**src/rtl/multicycle_issue_ctrl_pkg.sv**
```systemverilog
// Shared ARITHM definitions: opcode encodings and issue-controller state encoding.
// Latency: n/a (declarations only).
// Backpressure: n/a.
package multicycle_issue_ctrl_pkg;

  localparam logic [3:0] OPC_MULTS = 4'd0;
  localparam logic [3:0] OPC_MULTU = 4'd1;
  localparam logic [3:0] OPC_DIVS  = 4'd2;
  localparam logic [3:0] OPC_DIVU  = 4'd3;
  localparam logic [3:0] OPC_MODS  = 4'd4;
  localparam logic [3:0] OPC_MODU  = 4'd5;

  typedef enum logic [1:0] {
    ST_IDLE  = 2'd0,
    ST_BUSY  = 2'd1,
    ST_HOLD  = 2'd2,
    ST_DRAIN = 2'd3
  } state_t;

  function automatic logic is_mul_op(input logic [3:0] opc);
    return (opc == OPC_MULTS) || (opc == OPC_MULTU);
  endfunction

endpackage

```
**src/rtl/multicycle_issue_ctrl.sv**
```systemverilog
// Issues one EX instruction to the multi-cycle ARITHM unit and hands its result to writeback.
// Latency: alu_start 1 cycle after accept; wb_valid 1 cycle after alu_done.
// Backpressure: ex_ready only in IDLE; stall held until wb handshake; flush drains the ALU.
module multicycle_issue_ctrl
  import multicycle_issue_ctrl_pkg::*;
#(
  parameter int DATA_W  = 32,
  parameter int OPC_W   = 4,
  parameter int DREG_W  = 4,
  parameter int TIMEOUT = 255
) (
  input  logic              clk,
  input  logic              reset,
  input  logic              ex_valid,
  output logic              ex_ready,
  input  logic [OPC_W-1:0]  ex_opcode,
  input  logic [DATA_W-1:0] ex_a,
  input  logic [DATA_W-1:0] ex_b,
  input  logic [DREG_W-1:0] ex_dreg,
  input  logic              flush,
  output logic              stall,
  output logic              alu_start,
  output logic [OPC_W-1:0]  alu_opcode,
  output logic [DATA_W-1:0] alu_a,
  output logic [DATA_W-1:0] alu_b,
  input  logic              alu_done,
  input  logic [DATA_W-1:0] alu_y,
  output logic              wb_valid,
  input  logic              wb_ready,
  output logic [DREG_W-1:0] wb_dreg,
  output logic [DATA_W-1:0] wb_data,
  output logic              err_timeout
);

  localparam int TMR_W = $clog2(TIMEOUT + 1);

  state_t            state;
  logic [TMR_W-1:0]  timer;
  logic [DREG_W-1:0] dreg_q;
  logic              timer_exp;

  assign timer_exp = (timer == TMR_W'(TIMEOUT));
  assign ex_ready  = (state == ST_IDLE);
  // DRAIN releases the pipeline so the flushed stages can refill while the ALU finishes.
  assign stall     = (state != ST_DRAIN) && (ex_valid || (state != ST_IDLE));
  assign wb_dreg   = dreg_q;

  always_ff @(posedge clk) begin
    if (reset) begin
      state       <= ST_IDLE;
      timer       <= '0;
      dreg_q      <= '0;
      alu_start   <= 1'b0;
      alu_opcode  <= '0;
      alu_a       <= '0;
      alu_b       <= '0;
      wb_valid    <= 1'b0;
      wb_data     <= '0;
      err_timeout <= 1'b0;
    end else begin
      alu_start <= 1'b0;
      unique case (state)
        ST_IDLE: begin
          if (ex_valid && !flush) begin
            alu_opcode <= ex_opcode;
            alu_a      <= ex_a;
            alu_b      <= ex_b;
            dreg_q     <= ex_dreg;
            alu_start  <= 1'b1;
            timer      <= '0;
            state      <= ST_BUSY;
          end
        end
        ST_BUSY: begin
          if (!timer_exp) timer <= timer + 1'b1;
          // A result already on the bus wins over timeout; r0 writes are suppressed.
          if (alu_done) begin
            if (flush || (dreg_q == '0)) begin
              state <= ST_IDLE;
            end else begin
              wb_data  <= alu_y;
              wb_valid <= 1'b1;
              state    <= ST_HOLD;
            end
          end else if (timer_exp) begin
            err_timeout <= 1'b1;
            state       <= ST_IDLE;
          end else if (flush) begin
            state <= ST_DRAIN;
          end
        end
        ST_HOLD: begin
          if (wb_ready || flush) begin
            wb_valid <= 1'b0;
            state    <= ST_IDLE;
          end
        end
        ST_DRAIN: begin
          if (!timer_exp) timer <= timer + 1'b1;
          if (alu_done) begin
            state <= ST_IDLE;
          end else if (timer_exp) begin
            err_timeout <= 1'b1;
            state       <= ST_IDLE;
          end
        end
        default: state <= ST_IDLE;
      endcase
    end
  end

endmodule
```
**config.mk**
```make
export PLATFORM = sky130hd
export DESIGN_NAME = multicycle_issue_ctrl
export DESIGN_NICKNAME = d
export VERILOG_FILES = /design/src/rtl/multicycle_issue_ctrl_pkg.sv /design/src/rtl/multicycle_issue_ctrl.sv
export SDC_FILE = /design/constraint.sdc
export NUM_CORES = 1
export LEC_CHECK = 0
export CAP_MARGIN = 10
export CORE_MARGIN = 4
export CORE_UTILIZATION = 41
export CTS_BUF_LIST = sky130_fd_sc_hd__clkbuf_2
export DETAILED_ROUTE_END_ITERATION = 10
export PLACE_DENSITY = 0.85
export SLEW_MARGIN = 20
export SYNTH_ARGS = -nofsm -noshare
export SYNTH_HDL_FRONTEND = slang
export SYNTH_SLANG_ARGS = --single-unit
```
**constraint.sdc**
```tcl
create_clock -name clk -period 1.9 [get_ports clk]
set_input_delay 0.38 -clock clk [delete_from_list [all_inputs] [get_ports clk]]
set_output_delay 0.38 -clock clk [all_outputs]
set_load 0.02 [all_outputs]
```
; Yosys cells after proc, flatten, opt, wreduce, memory -nomap -nowiden
; Index checks and enable logic that the tools add are counted.
; Widths: inputs -> output; s select.
[totals]
register_bits = 117
word_cells = 62
[op_classes]
addsub = 1
n_eq_ne = 12
muxes = 17
bitwise_logic = 3
reduce_logical = 19
[op_table]
columns = cell, n
row1 = $mux 2, 8
row2 = $mux 8, 2
row3 = $pmux 8 s2, 1
row4 = $ne 2x2->1 const B, 5
row5 = $reduce_and 3->1, 3
row6 = $add 8x1->8 const B, 1
row7 = $eq 8x8->1 const B, 1
row8 = $pmux 2 s4, 1
row9 = $reduce_and 4->1, 2
row10 = $reduce_bool 2->1, 3
row11 = $eq 2x2->1 const B, 2
row12 = $logic_not 4->1, 1
row13 = $mux 1, 4
row14 = $ne 4x4->1 const B, 1
row15 = $reduce_or 2->1, 2
row16 = $logic_or 1x1->1, 3
row17 = $ne 3x3->1 const B, 1
row18 = $not 1->1, 3
row19 = $eq 2x1->1 const B, 1
row20 = $logic_and 1x1->1, 2
row21 = $logic_not 2->1, 1
row22 = $ne 2x1->1 const B, 1
row23 = $pmux 1 s2, 1
row24 = $reduce_and 2->1, 1
row25 = $logic_not 1->1, 1

; Longest topological paths before layout
; Gate-level depths: netlist of the first run.
[logic_depth]
depth_word = 5
ltp_mapped = 7
mapped_depth_nobuf = 5

; Worst setup path before layout of the first run
; OpenSTA, ideal clock, no wires.
[synth_path]
kind = register -> register
startpoint = register dreg_q[3], in the netlist wb_dreg[3]
endpoint = register wb_data[10]
setup_ps = 137
t_arrival_ps = 1473
slack_ps = 290
path_stages_with_launch = 7
path_buffers = 2
period_less_slack_ps = 1610
cell_sequence = dfxtp_1 > or4_4 > and4_1 > buf_6 > buf_6 > nand2_1 > a21oi_1
[synth_via]
elab_chain_len = 4
[synth_rtl]
columns = item, line_no
row1 = start: declaration, multicycle_issue_ctrl.sv:39  ; logic [DREG_W-1:0] dreg_q;
row2 = start signal: assignment, multicycle_issue_ctrl.sv:68  ; dreg_q <= ex_dreg;
row3 = $logic_not 4->1, multicycle_issue_ctrl.sv:78  ; if (flush || (dreg_q == '0)) begin
row4 = $logic_or 1x1->1, multicycle_issue_ctrl.sv:78
row5 = $not 1->1 (no line), --
row6 = $reduce_and 3->1 (no line), --
row7 = end signal: assignment, multicycle_issue_ctrl.sv:81  ; wb_data <= alu_y;
row8 = end: declaration, multicycle_issue_ctrl.sv:31  ; output logic [DATA_W-1:0] wb_data,
; No other way between the ends.
; A chain may end at the register's enable or synchronous reset.

; Final worst setup path of the first run
[layout_path]
startpoint = register state[1]
endpoint = output port stall
[layout_via]
elab_chain_len = 3
[layout_rtl]
columns = item, line_no
row1 = start: declaration, multicycle_issue_ctrl.sv:37  ; state_t state;
row2 = start signal: assignment, multicycle_issue_ctrl.sv:50  ; state <= ST_IDLE;
row3 = start signal: assignment, multicycle_issue_ctrl.sv:71  ; state <= ST_BUSY;
row4 = start signal: assignment, multicycle_issue_ctrl.sv:79  ; state <= ST_IDLE;
row5 = $reduce_bool 2->1, multicycle_issue_ctrl.sv:45  ; assign stall = (state != ST_DRAIN) && (ex_valid || (state != ST_IDLE));
row6 = $logic_or 1x1->1, multicycle_issue_ctrl.sv:45
row7 = $logic_and 1x1->1 (*), multicycle_issue_ctrl.sv:45
row8 = end: declaration, multicycle_issue_ctrl.sv:21  ; output logic stall,
; Mark *: on every way between the ends. The rest lies on a longest branch, timed or not.

==> results.tsv, run 1 <==
metric	value	unit
layout_cells_excl_fill	893	
dominant_combinational_cell_family_by_area_after_synthesis	simple AND/OR/NAND/NOR gates	
synthFlopType	sky130_fd_sc_hd__dfxtp_1	
finalWorstPathRequiredPeriod	1.825	ns
synth_compound_gate_area_share	0.1521	
global_placer_s_final_weighted_congestion	0.7693	
r2r_cells	5	
place_inst	863	
p_leak	2.919	nW
area_delta_synth_final	56.75	%
detailed_place.area	6630	um2
maxClockFrequency	548.0	MHz
io_pins	219	
clock_latency	0.63	ns
synth_async_sr_flop_share	0	
layout-drive-gt1-share	0.08058	
pin_count_of_the_biggest_net_entering_global_routing	49	
synth_warnings	0	
startpoint_type	register	
transition_time_of_the_tightest_slew_check_pin	0.4610	ns
yosys.cell_types.count	33	
syn_nets	644	
postRouteAntennaNets	0	
clk_sink_count	117	
synth.top_cells.by_count	208 x sky130_fd_sc_hd__nand2_1, 117 x sky130_fd_sc_hd__dfxtp_1, 108 x sky130_fd_sc_hd__a21oi_1, 22 x sky130_fd_sc_hd__clkbuf_1, 8 x sky130_fd_sc_hd__nand3_1	
synth_enable_flop_cells	0	
place.detailed.hpwl	9.454	mm
port_buffers	218	
netlist_area	4293	um2
maxSlewHeadroom	0.6894	
synth_area_leader_cell	sky130_fd_sc_hd__dfxtp_1	
synth_xor_xnor_area_share	0.004080	
regToRegEndpoint	alu_b[9]	
die-width	110.3	um
post_route_drc	0	
rsz0062_at_grt	yes	
vias_per_cell	4.929	
maxCapViolCount	0	
ys_ff_latch	117	
initial_core_util	0.4177	
dieHeight	110.3	um
syn-instance-count	533	
final.period_utilization	0.9604	
ctsLongestPathBuffers	2	
h-tree-depth	4	
grt_use_total	0.2029	
cts_root_buffer	sky130_fd_sc_hd__clkbuf_2	
max-vdd-ir-drop	0.0004607	V
hold_start	reset	
flop_to_flop_setup_slack	0.24	ns
synthTopCellsByArea	sky130_fd_sc_hd__dfxtp_1 55%, sky130_fd_sc_hd__nand2_1 18%, sky130_fd_sc_hd__a21oi_1 13%	
grt_antenna_before_repair	0	
status	complete, no violations	
totalPowerFinal	4.794	mW
synth-seq-area-share	0.5456	
numCtsBuffers	17	
path_class	register to primary output	
drtIter0Drc	289	
power.density	712.4	nW/um2
tritoncts_clock_tree	yes	
avgRoutedWirePerCell	14.44	um
detailedRoute.firstPassIterationCount	4	
post_synth_and_or_nand_nor_area_fraction	0.2361	
worstHoldPathType	input port to register	
required	1.52	ns
rows	37	
first_global_vias	4125	
synthDominantCellAreaShare	0.5456	
min_to	alu_b[12]	
grt_first_pass_wirelength	19.22	mm
cts_hold_repair.buffers	0	
layout.core_utilization	0.6547	
vias	4402	
timing.final.setup_violations	0	
n_antenna_cell	0	
cp.arrival	1.44	ns
clock_transition_at_path_regs	0.16	ns
detail_route.wirelength	12.89	mm
worst_clock_skew	0.01859	ns
design.core.area	10280	um2
grt-ovfl-total	0	
worstReg2RegStart	state[0]	
finalHoldViolations	0	
synth_mux_area_frac	0.006995	
finalInstanceArea	6729	um2
synth.most_common_cell	sky130_fd_sc_hd__nand2_1	
min_delay_path_depth	2	
finalMaxSlewViolations	0	
final_nets	859	
die-area	12170	um2
critical_path.endpoint_type	primary output	
synth-adder-area-share	0.002915	
syn_avg_cell_area	8.054	um2
timing.critical_path.fanout_max	6	
[metrics by stage]
stage | setup TNS [ns] | setup slack (ns) | hold slack [ns]
global route | -0.04293 | -0.04293 | 0.09232
finish | 0 | 0.07529 | 0.1674
detailed placement | -10.08 | -0.2531 | 0.4469
floorplan | 0 | 0.2901 | 0.4587
global placement | -7.560 | -0.2294 | 0.4404
CTS | -0.03831 | -0.03831 | 0.08586
[worst max-delay path: stages (launching register included)]
cell	delay (ns)
sky130_fd_sc_hd__dfxtp_4	0.40
sky130_fd_sc_hd__buf_6	0.13
sky130_fd_sc_hd__a21oi_4	0.15
sky130_fd_sc_hd__buf_6	0.13
[registers in the layout, summed over array words and instances (netlist names)]
name	count
alu_start	1
wb_data	32
timer	8
alu_a	32
alu_opcode	4
wb_valid	1
err_timeout	1
alu_b	32
wb_dreg	4
state	2
[metal layers]
layer / track usage / part of all wire / up-vias / routed length [um]
li1: - / - / 2171 / -
met1: 0.2123 / 0.38 / 2022 / 4872
met2: 0.3527 / 0.49 / 182 / 6349
met3: 0.09377 / 0.11 / 27 / 1403
met4: 0.08091 / 0.021 / 0 / 266
met5: 0 / 0 / - / 0
[placed cells by master (no fill, tap or decap), drive strengths merged]
| master | count |
|---|---|
| nor3 | 5 |
| and4 | 1 |
| buf | 20 |
| nand2b | 3 |
| a211oi | 1 |
| a311oi | 1 |
| mux2i | 3 |
| xor2 | 2 |
| dfxtp | 117 |
| clkinv | 7 |
| nor2 | 6 |
| nand3 | 8 |
| ha | 1 |
| bufinv | 2 |
| nand4 | 2 |
| clkdlybuf4s50 | 108 |
| or4 | 1 |
| and3 | 3 |
| clkbuf | 19 |
| o21ai | 6 |
| o21a | 2 |
| o221ai | 1 |
| nand2 | 212 |
| inv | 1 |
| nor2b | 1 |
| or3 | 4 |
| a21oi | 111 |
| dlygate4sd2 | 107 |
| o211ai | 1 |
| o2111ai | 1 |
[report_power, final]
| part | leakage (nW) | internal (mW) | switching [mW] | total (mW) |
|---|---|---|---|---|
| clock | 0.125 | 0.561 | 0.837 | 1.40 |
| sequential | 0.951 | 2.54 | 0.0504 | 2.59 |
| combinational | 1.84 | 0.405 | 0.398 | 0.803 |
[area by class of cell]
class                           instances  area (um2)
Clock buffer                           19       95.09
Clock inverter                          9       90.09
Fill cell                             861        3548
Inverter                                1       3.754
Multi-Input combinational cell        376        1759
Sequential cell                       117        2350
Tap cell                              136       170.2
Timing Repair Buffer                  235        2261
[worst max path at each step]
stage,start,endpoint,slack (ns),cells after the start
floorplan,wb_dreg[3],wb_data[10],0.29,6
global placement,ex_valid,stall,-0.23,4
detailed placement,ex_valid,stall,-0.25,4
CTS,state[1],stall,-0.04,3
global route,state[1],stall,-0.04,3
finish,state[1],stall,0.08,3
[timing repair]
| action | in CTS | in global routing |
|---|---|---|
| gates resized for setup | 121 | 6 |
| endpoints found under the setup margin | 109 | 1 |
| setup buffers | 0 | 2 |
| pin swaps | 0 | 1 |
[logic make-up after synthesis]
logic type	Yosys count
flops	117
xor+xnor	2
mux	3
compound gates	124
simple gates	246
fa+ha+maj	1
buf+inv	40
(Power assumes the default switching activity.)
==> inputs of run 2 (changes only) <==
--- a/config.mk
+++ b/config.mk
@@ -10,7 +10,7 @@
 export CORE_UTILIZATION = 41
 export CTS_BUF_LIST = sky130_fd_sc_hd__clkbuf_2
 export DETAILED_ROUTE_END_ITERATION = 10
-export PLACE_DENSITY = 0.85
+export PLACE_DENSITY_LB_ADDON = 0.12
 export SLEW_MARGIN = 20
 export SYNTH_ARGS = -nofsm -noshare
 export SYNTH_HDL_FRONTEND = slang
==> run 2 against run 1 <==
Total power is 7.0% higher; maximum frequency is 0.30% higher; cell area is 0.74% higher; non-clock buffer count is 2 lower; via count is 2.1% lower; largest cell class unchanged.
==> results.tsv, run 2 (synthesized netlist as in run 1, its figures left out) <==
metric	value	unit
timing.final.setup_violations	0	
design.core.area	10280	um2
startpoint_type	register	
grt-ovfl-total	0	
clkPwrFrac	0.341	
max-vdd-ir-drop	0.0003952	V
initial_core_util	0.4177	
worstHoldPathType	input port to register	
rows	37	
finalWorstPathRequiredPeriod	1.819	ns
filler_cell_count	905	
die-width	110.3	um
ctsLongestPathBuffers	2	
maxCapViolCount	0	
finalMaxSlewViolations	0	
tritoncts_clock_tree	yes	
most_frequent_standard_cell_in_the_layout_excluding_fill_and_tap_cells	sky130_fd_sc_hd__nand2_1	
rsz0062_at_grt	yes	
required	1.52	ns
netSwitchingPower	1.324	mW
grt_antenna_before_repair	0	
maxClockFrequency	549.7	MHz
power.share.switching	0.2582	
layout-drive-gt1-share	0.08179	
clk_sink_count	117	
h-tree-depth	4	
clock_latency	0.64	ns
post_route_drc	0	
dieHeight	110.3	um
numCtsBuffers	17	
postRouteAntennaNets	0	
grt_first_pass_wirelength	19.11	mm
area_delta_synth_final	57.91	%
power.density	756.7	nW/um2
layout.core_utilization	0.6596	
cp.arrival	1.44	ns
io_pins	219	
critical_path.endpoint_type	primary output	
vias_per_cell	4.820	
die-area	12170	um2
seqPwrFrac	0.505	
cts_root_buffer	sky130_fd_sc_hd__clkbuf_2	
finalHoldViolations	0	
final.period_utilization	0.9575	
detail_route.wirelength	12.47	mm
clock_transition_at_path_regs	0.17	ns
drtIter0Drc	316	
p_leak	2.935	nW
status	complete, no violations	
transition_time_of_the_tightest_slew_check_pin	0.5299	ns
maxSlewHeadroom	0.6467	
most-common-layout-cells	208 x sky130_fd_sc_hd__nand2_1, 116 x sky130_fd_sc_hd__dfxtp_1, 108 x sky130_fd_sc_hd__clkdlybuf4s50_1	
grt_use_total	0.2016	
intPower	3.805	mW
timing.critical_path.fanout_max	4	
first_global_vias	4139	
place.detailed.hpwl	8.896	mm
cts_hold_repair.buffers	0	
n_antenna_cell	0	
port_buffers	218	
avgRoutedWirePerCell	13.94	um
comb_power_share	0.154	
global_placer_s_final_weighted_congestion	0.7882	
vias	4309	
pin_count_of_the_biggest_net_entering_global_routing	54	
timing.final.ws_setup	0.08081	ns
final_nets	857	
path_class	register to primary output	
detailedRoute.firstPassIterationCount	4	
largest_registers_ranked_by_flip_flop_count	alu_a (32), alu_b (32), wb_data (32)	
final_tns_setup	0	ns
placement.setup.worst_slack	-0.2038	ns
worst_clock_skew	0.02809	ns
## run 2: cell count changes in the layout (fill, tap and decap cells not counted), sizes merged
cell	delta
buf	-2
bufinv	+2
clkbuf	+1
clkdlybuf4s15	+2
clkinv	-1
clkinvlp	+1
dlygate4sd2	-2
## run 2: stage by stage
step	instance area [um2]	hold WS [ns]	power (mW)	instances
floorplan	4293	0.4587	2.992	533
global placement	6635	0.4405	3.479	862
detailed placement	6635	0.4463	3.492	862
CTS	6754	0.1289	5.201	893
global route	6779	0.1624	5.377	894
finish	6779	0.1964	5.129	894
## run 2: cell type report
class | instances | area [um2] | area share
Clock buffer | 20 | 100.1 | 0.01477
Multi-Input combinational cell | 376 | 1743 | 0.2571
Inverter | 1 | 3.754 | 0.0005537
Clock inverter | 11 | 158.9 | 0.02344
Timing Repair Buffer | 233 | 2257 | 0.3330
Tap cell | 136 | 170.2 | 0.02510
Sequential cell | 117 | 2346 | 0.3461
## run 2: worst paths after layout
check                   start     endpoint  slack [ns]  cells past startpoint
setup / recovery     state[1]        stall        0.08                      3
hold / removal          reset     alu_b[5]        0.20                      2
hold reg to reg   wb_data[30]  wb_data[30]        0.46                      2
setup reg to reg     state[0]     timer[6]        0.24                      4
## run 2: what timing repair did
action | 4_1_cts | 5_1_grt
gates resized for setup | 117 | 7
pin swaps | 0 | 0
setup buffers | 0 | 1
setup endpoints to repair | 109 | 4
## run 2: worst max-delay path, stage by stage (launching register included)
cell	delay (ns)
sky130_fd_sc_hd__dfxtp_4	0.40
sky130_fd_sc_hd__nor3_2	0.20
sky130_fd_sc_hd__a21oi_2	0.05
sky130_fd_sc_hd__buf_4	0.16
## run 2: metal layers
metal  part of all wire  track usage
met1               0.40       0.2144
met5                  0            0
met2               0.48       0.3497
met3               0.10      0.09144
met4              0.015      0.07652
## run 2: power by group through the flow
| stage | sequential (mW) | combinational, mW | clock [mW] |
|---|---|---|---|
| after global placement | 2.64 | 0.840 | 0 |
| after detailed placement | 2.64 | 0.848 | 0 |
| final | 2.59 | 0.791 | 1.75 |
| after global routing | 2.60 | 0.857 | 1.92 |
| after floorplan | 2.74 | 0.251 | 0 |
| after CTS | 2.59 | 0.791 | 1.82 |
==> inputs of run 3 (changes only) <==
--- a/config.mk
+++ b/config.mk
@@ -7,7 +7,7 @@
 export LEC_CHECK = 0
 export CAP_MARGIN = 10
 export CORE_MARGIN = 4
-export CORE_UTILIZATION = 41
+export CORE_UTILIZATION = 37
 export CTS_BUF_LIST = sky130_fd_sc_hd__clkbuf_2
 export DETAILED_ROUTE_END_ITERATION = 10
 export PLACE_DENSITY_LB_ADDON = 0.12
==> constraint.sdc (replaced) <==
create_clock -name clk -period 1.6 [get_ports clk]
set_input_delay 0.32 -clock clk [delete_from_list [all_inputs] [get_ports clk]]
set_output_delay 0.32 -clock clk [all_outputs]
set_load 0.02 [all_outputs]
==> run 3 against run 2 <==
The run now ends with setup timing left; clock skew is 0.0094 ns lower; first-iteration DRC count decreased by 27%; utilization down 5.6 points; global-route usage decreased by 1.2 points; register-to-register slack worse by 0.19 ns; hold slack gained 0.012 ns; clock-buffer cell count is 3 lower; critical path depth unchanged; sequential share of layout area grew 0.85 points; die area increased by 10%; worst setup slack got worse by 0.18 ns; clock power is 21% higher.
==> results.tsv, run 3 (synthesized netlist as in run 1, its figures left out) <==
metric	value	unit
status	complete, but fails checks	
failing_checks	setup timing	
grt_use_total	0.1893	
detail_route.wirelength	13.40	mm
finalHoldViolations	0	
worstHoldPathType	input port to register	
detailed_place.area	6708	um2
place.detailed.hpwl	9.206	mm
detailedRoute.firstPassIterationCount	4	
timing.critical_path.fanout_max	4	
timing.final.setup_violations	2	
rsz0062_at_grt	yes	
grt-ovfl-total	0	
clock_transition_at_path_regs	0.17	ns
numCtsBuffers	17	
vias_per_cell	4.771	
die-area	13390	um2
final_tns_setup	-0.1580	ns
most_frequent_standard_cell_in_the_layout_excluding_fill_and_tap_cells	sky130_fd_sc_hd__nand2_1	
avgRoutedWirePerCell	14.50	um
netSwitchingPower	1.665	mW
port_buffers	218	
critical_path.endpoint_type	primary output	
maxSlewHeadroom	0.7328	
clk_sink_count	117	
h-tree-depth	4	
startpoint_type	register	
die-width	115.7	um
design.core.area	11370	um2
ctsLongestPathBuffers	2	
io_pins	219	
grt_antenna_before_repair	0	
cp.arrival	1.38	ns
rows	39	
power.share.switching	0.2672	
clkPwrFrac	0.339	
finalWorstPathRequiredPeriod	1.702	ns
initial_core_util	0.3776	
layout-drive-gt1-share	0.3508	
clock_latency	0.63	ns
max-vdd-ir-drop	0.0005377	V
worst_clock_skew	0.01867	ns
p_leak	2.832	nW
pin_count_of_the_biggest_net_entering_global_routing	45	
maxCapViolCount	0	
area_delta_synth_final	59.98	%
postRouteAntennaNets	0	
intPower	4.567	mW
n_antenna_cell	0	
filler_cell_count	1063	
maxClockFrequency	587.6	MHz
vias	4408	
place_inst	879	
final_nets	879	
timing.final.ws_setup	-0.1018	ns
cts_root_buffer	sky130_fd_sc_hd__clkbuf_2	
required	1.28	ns
dieHeight	115.7	um
drtIter0Drc	230	
finalMaxSlewViolations	0	
finalInstanceArea	6868	um2
most-common-layout-cells	208 x sky130_fd_sc_hd__nand2_1, 108 x sky130_fd_sc_hd__clkdlybuf4s50_1, 100 x sky130_fd_sc_hd__a21oi_1	
final.period_utilization	1.064	
post_route_drc	0	
grt_first_pass_wirelength	20.29	mm
comb_power_share	0.165	
flop_to_flop_setup_slack	0.05	ns
tritoncts_clock_tree	yes	
transition_time_of_the_tightest_slew_check_pin	0.4007	ns
first_global_vias	4223	
power.density	907.5	nW/um2
largest_registers_ranked_by_flip_flop_count	alu_a (32), alu_b (32), wb_data (32)	
path_class	register to primary output	
seqPwrFrac	0.495	
global_placer_s_final_weighted_congestion	0.7752	
layout_cells_excl_fill	924	
[run 3: cell types whose count changed in the layout (fill, tap and decap cells not counted), sizes merged]
cell           change
clkinvlp           +2
clkinv             +2
clkdlybuf4s15      -2
clkbuf             +1
buf              +124
dlygate4sd3        +1
dlygate4sd2      -105
[run 3: power by group through the flow]
stage	Combinational, mW	Sequential (mW)	Clock, mW
after floorplan	0.298	3.25	0
after global placement	1.01	3.14	0
after detailed placement	1.02	3.14	0
after CTS	0.948	3.08	2.21
after global routing	1.11	3.11	2.35
final	1.03	3.09	2.11
[run 3: path summary, 6_finish.rpt]
kind | from | endpoint | cells past startpoint
max | state[0] | stall | 3
max reg2reg | state[0] | alu_b[12] | 7
min reg2reg | alu_a[29] | alu_a[29] | 2
min | ex_a[4] | alu_a[4] | 3
[run 3: critical path: stages, from the launching register on]
cell and delay, ns:
sky130_fd_sc_hd__dfxtp_4 0.40, sky130_fd_sc_hd__nor3_4 0.18, sky130_fd_sc_hd__a21oi_2 0.05, sky130_fd_sc_hd__buf_6 0.13
[run 3: repair_timing]
| item | in CTS | in global routing |
|---|---|---|
| cloned | 0 | 3 |
| gates resized for setup | 463 | 111 |
| buffers inserted | 2 | 7 |
| endpoints found under the hold margin | 11 | 0 |
| pin swaps | 0 | 6 |
| hold buffers | 1 | 0 |
| endpoints found under the setup margin | 112 | 156 |
[run 3: final cells by class]
cell class / instances / area, um2 / share of cell area
Sequential cell: 117 / 2435 / 0.3545
Timing Repair Buffer: 255 / 2167 / 0.3155
Multi-Input combinational cell: 376 / 1810 / 0.2636
Clock inverter: 15 / 187.7 / 0.02733
Tap cell: 143 / 178.9 / 0.02605
Clock buffer: 17 / 85.08 / 0.01239
Inverter: 1 / 3.754 / 0.0005465
[run 3: metal layers]
| metal | share of wire | GRT usage | vias up | wire length (um) |
|---|---|---|---|---|
| li1 | - | - | 2214 | - |
| met1 | 0.41 | 0.2288 | 2022 | 5552 |
| met2 | 0.48 | 0.3140 | 164 | 6483 |
| met3 | 0.093 | 0.07102 | 8 | 1250 |
| met4 | 0.0084 | 0.06032 | 0 | 113 |
| met5 | 0 | 0 | - | 0 |
[run 3: per-stage QoR]
step                utilization  hold slack, ns  worst slack (ns)  power, mW
global route             0.6041          0.1014           -0.2412      6.567
floorplan                     -          0.4469           0.01073      3.553
global placement         0.5900          0.4403           -0.4047      4.149
detailed placement       0.5900          0.4453           -0.3992      4.166
finish                   0.6041          0.2087           -0.1018      6.233
CTS                      0.5724          0.1198           -0.2081      6.236
